===== src/rtl/lockin_pkg.sv =====
// Shared types and constants for the lock-in I/Q demodulator.
package lockin_pkg;
  localparam int SAMPLE_W = 16;
  localparam int PROD_W   = 32;

  typedef logic [1:0] state_t;

  // FSM encoding: one pass through MUL_I -> MUL_Q -> ACC per accepted sample.
  localparam state_t IDLE  = 2'd0;
  localparam state_t MUL_I = 2'd1;
  localparam state_t MUL_Q = 2'd2;
  localparam state_t ACC   = 2'd3;
endpackage


===== src/rtl/lockin_mul16s.sv =====
// Registered 16x16 signed multiplier, one cycle latency (single MAC tile).
module lockin_mul16s
  import lockin_pkg::*;
(
  input  logic                       clk,
  input  logic                       rst,
  input  logic                       en,
  input  logic signed [SAMPLE_W-1:0] a,
  input  logic signed [SAMPLE_W-1:0] b,
  output logic signed [PROD_W-1:0]   p
);
  logic signed [PROD_W-1:0] a_x, b_x;

  // Sign-extend so the full 32-bit product is formed; -32768^2 still fits.
  assign a_x = {{(PROD_W-SAMPLE_W){a[SAMPLE_W-1]}}, a};
  assign b_x = {{(PROD_W-SAMPLE_W){b[SAMPLE_W-1]}}, b};

  // Product register, only loaded while the FSM is in a multiply state.
  always_ff @(posedge clk or posedge rst) begin
    if (rst)     p <= '0;
    else if (en) p <= a_x * b_x;
  end
endmodule


===== src/rtl/lockin_demod.sv =====
// Lock-in I/Q demodulator with boxcar decimation over 2^LOG2_DEC samples.
// One shared multiplier: I product, then Q product, then accumulate.
module lockin_demod
  import lockin_pkg::*;
#(
  parameter int LOG2_DEC = 10,
  parameter int ACC_W    = 32 + LOG2_DEC
) (
  input  logic                       clk,
  input  logic                       rst,
  input  logic                       clear,
  input  logic                       sample_valid,
  output logic                       sample_ready,
  input  logic signed [SAMPLE_W-1:0] sample,
  input  logic signed [SAMPLE_W-1:0] sin,
  input  logic signed [SAMPLE_W-1:0] cos,
  output logic signed [31:0]         x_out,
  output logic signed [31:0]         y_out,
  output logic                       out_valid
);
  state_t                     state;
  logic signed [SAMPLE_W-1:0] s_r, c_r, sn_r, mul_b;
  logic signed [PROD_W-1:0]   prod;
  logic signed [ACC_W-1:0]    acc_i, acc_q, prod_x, sum_i, sum_q;
  logic [LOG2_DEC-1:0]        cnt;
  logic                       accept, mul_en, block_end;

  // Ready is gated by rst so it reads 0 while reset is held.
  assign sample_ready = !rst && !clear && (state == IDLE);
  assign accept       = sample_valid && sample_ready;

  assign mul_en = (state == MUL_I) || (state == MUL_Q);
  assign mul_b  = (state == MUL_Q) ? sn_r : c_r;

  lockin_mul16s u_mul (
    .clk (clk),
    .rst (rst),
    .en  (mul_en),
    .a   (s_r),
    .b   (mul_b),
    .p   (prod)
  );

  assign prod_x    = {{(ACC_W-PROD_W){prod[PROD_W-1]}}, prod};
  assign sum_i     = acc_i + prod_x;
  assign sum_q     = acc_q + prod_x;
  assign block_end = (state == ACC) && (cnt == '1);

  // Capture sample and references on accept; the DDS moves on afterwards.
  always_ff @(posedge clk or posedge rst) begin
    if (rst) begin
      s_r  <= '0;
      c_r  <= '0;
      sn_r <= '0;
    end else if (accept) begin
      s_r  <= sample;
      c_r  <= cos;
      sn_r <= sin;
    end
  end

  // Sequencer, accumulators and block output. Taking bits [LOG2_DEC +: 32]
  // of an ACC_W = 32+LOG2_DEC accumulator is the arithmetic right shift
  // (floor division) by 2^LOG2_DEC, with no rounding.
  always_ff @(posedge clk or posedge rst) begin
    if (rst) begin
      state     <= IDLE;
      acc_i     <= '0;
      acc_q     <= '0;
      cnt       <= '0;
      x_out     <= '0;
      y_out     <= '0;
      out_valid <= 1'b0;
    end else if (clear) begin
      state     <= IDLE;
      acc_i     <= '0;
      acc_q     <= '0;
      cnt       <= '0;
      out_valid <= 1'b0;
    end else begin
      out_valid <= 1'b0;
      case (state)
        IDLE:  if (accept) state <= MUL_I;
        MUL_I: state <= MUL_Q;
        MUL_Q: begin
          acc_i <= sum_i;
          state <= ACC;
        end
        ACC: begin
          state <= IDLE;
          if (block_end) begin
            x_out     <= acc_i[LOG2_DEC +: 32];
            y_out     <= sum_q[LOG2_DEC +: 32];
            acc_i     <= '0;
            acc_q     <= '0;
            cnt       <= '0;
            out_valid <= 1'b1;
          end else begin
            acc_q <= sum_q;
            cnt   <= cnt + 1'b1;
          end
        end
        default: state <= IDLE;
      endcase
    end
  end
endmodule


===== config.mk =====
export PLATFORM = sky130hd
export DESIGN_NAME = lockin_demod
export DESIGN_NICKNAME = d
export VERILOG_FILES = /design/src/rtl/lockin_pkg.sv /design/src/rtl/lockin_mul16s.sv /design/src/rtl/lockin_demod.sv
export SDC_FILE = /design/constraint.sdc
export NUM_CORES = 1
export LEC_CHECK = 0
export ABC_AREA = 1
export BUFFER_PORTS_ARGS = -buffer_cell sky130_fd_sc_hd__buf_2
export CORE_MARGIN = 3
export CORE_UTILIZATION = 35
export DETAILED_ROUTE_END_ITERATION = 7
export PLACE_DENSITY = 0.55
export REMOVE_ABC_BUFFERS = 1
export SYNTH_ARGS = -nofsm -noshare
export SYNTH_HDL_FRONTEND = slang
export SYNTH_SLANG_ARGS = --single-unit

===== constraint.sdc =====
create_clock -name clk -period 21.9 [get_ports clk]
set_input_delay 2.19 -clock clk [delete_from_list [all_inputs] [get_ports clk]]
set_output_delay 2.19 -clock clk [all_outputs]
set_load 0.005 [all_outputs]

==> reports/metrics.cfg <==
[worst_setup_path]
path_common_cell=inv_1
crit_fanout=19
cp-start-kind=flop
required_ps=22330
crit_start=state[0]
crit_family=adder cells
cp-end-kind=flop
rr_startpoint=state[0]
critPathBufInv=7
critPathSlowestCell=ha_1
crit_type=reg -> reg
cp.arrival_ps=8640
slowest_delay_ps=770

[placement]
place_worst_setup_slack_ps=13760
hpwl_mm=67.32
io_buffers=117
place_congestion=0.9371
dp_cells=4815

[logic_synthesis]
synth-seq-cells=241
synth_ff_type=dfrtp_1
synthCells=3783
synthesis.area_um2=26510
postSynthAreaPerCell_um2=7.008
synth_top_area_frac=0.2275
synth_top_area_cell=dfrtp_1
synth_seq_area_share=0.2275
ys_types=45
synth-edff-count=0
yosys-top-cells-area=dfrtp_1, fa_1, nand2_1
yosysWarningCount=0
async_flop_share=1.000

[sta]
slew_headroom=0.1114
fmax_mhz=121.8
fin_crit_sh=0.3749
tightest_slew_ps=1319
finalSetupViolCount=0
rsz0062_at_grt=false
setup_ws_ps=13690
slew_viol_final=0
clock-skew-final_ps=49.80
final.setup.tns_ps=0
finalCriticalPeriod_ps=8211
hold_violations=0

[finish]
drive_gt1_frac=0.06984
syn_to_final_growth_pct=10.70
final_cells=4878
num_antenna_cells=0
regArea_um2=6031
fillers=8018
mostFrequentLayoutCell=nand2_1
layout_common_cells=nand2_1, inv_1, nor2_1
final_nets=4367
multiInputGateArea_um2=17340

[clocking]
ctsRootBufferMaster=clkbuf_16
cts_buffers=35
cts_buffer_depth=3
cts_tree=done
clock_sinks=241
post_cts_buffers=0
h-tree-depth=2
clk_latency_ps=590
cts-resized-gates=0
holdBufCountCts=0
clk_pin_slew_ps=60

[floorplan]
coreArea_um2=74700
die_x_um=281.2
die_area_um2=79080
design.portCount=118
rows=100
die_height_um=281.2
start_util=0.3549

[job]
drv_cap=0

[drt]
wl_per_cell_um=17.10
drtAntennaViolNets=0
drtIter0Drc=1609
drt_wl_total_mm=83.42
dr.pass1.iters=6
drc=0
viasPerCell=4.777
num_vias=23300

[worst_hold_path]
hold_class=reg -> reg
holdCritStartpoint=x_out[30]

[global_route]
antenna_found_initial=0
grt_pass1_wl_mm=132.6
grt_pass1_vias=23290
grt-ovfl-total=0
grt_max_degree=112
grt_use_total=0.2153

[outcome]
status=finished, final reports clean

## cell type report
type | count | share of cell area
multi-input combinational | 2720 | 0.5907
clock buffer | 45 | 0.03283
clock inverter | 18 | 0.008611
inverter | 747 | 0.09579
timing repair buffer | 138 | 0.02532
sequential | 241 | 0.2055
tap | 969 | 0.04131
## path summary, 6_finish.rpt
| check | to | cells past startpoint | slack [ps] |
|---|---|---|---|
| max in group asynchronous | y_out[30] | 4 | 17740 |
| min in group asynchronous | c_r[0] | 2 | 1780 |
| setup / recovery | u_mul.p[26] | 26 | 13690 |
| hold / removal | x_out[30] | 2 | 470 |
| setup reg to reg | u_mul.p[26] | 26 | 13690 |
| hold reg to reg | x_out[30] | 2 | 470 |
## cells by family (layout without fill, tap and decap cells)
family / after synthesis / in the layout / synth area share
and+or+nand+nor: 2026 / 2026 / 0.3082
buffers and inverters: 822 / 948 / 0.1194
adders and majority gates: 432 / 432 / 0.2786
DFF: 241 / 241 / 0.2275
AOI/OAI and AO/OA: 189 / 189 / 0.03908
xor gates and xnor gates: 40 / 40 / 0.01321
muxes: 33 / 33 / 0.01392
## Yosys cell counts (8+ instances only)
cell type	n
or2_2	23
o21bai_1	8
dfrtp_1	241
ha_1	168
mux2_2	27
nand3_1	193
xnor2_1	24
nand4_1	37
nand2_1	1354
buf_2	29
clkbuf_1	36
o21ai_0	63
o21ai_1	8
a21oi_1	89
nor3_1	24
inv_1	737
fa_1	264
nand3b_1	20
xor2_1	16
nor2_1	359
## worst min-delay path, cell delays in order (launching register included)
cell	delay (ps)
dfrtp_1	330
nand2_1	50
nand2_1	50
## registers in the layout (all words and copies together), names as in the netlist, 2 cells and up
name / cells
s_r: 16
acc_q: 42
state: 2
u_mul.p: 32
acc_i: 42
c_r: 16
y_out: 32
x_out: 32
cnt: 10
sn_r: 16
## per-stage QoR
stage                       util  hold WS [ps]  instance area (um^2)
after floorplan                -         445.9                 26150
after global placement    0.3766         450.3                 28130
after detailed placement  0.3766         454.2                 28130
after CTS                 0.3929         467.1                 29350
after global routing      0.3929         480.0                 29350
final                     0.3929         467.5                 29350
## layer usage
layer | track usage | share of wire
met5 | 0 | 0
met2 | 0.3547 | 0.46
met3 | 0.02907 | 0.052
met4 | 0.07010 | 0.036
met1 | 0.2928 | 0.46
Power is left out: the tool's default activity adds up to more than one toggle a clock period on the data nets, which glitch-free logic cannot reach.
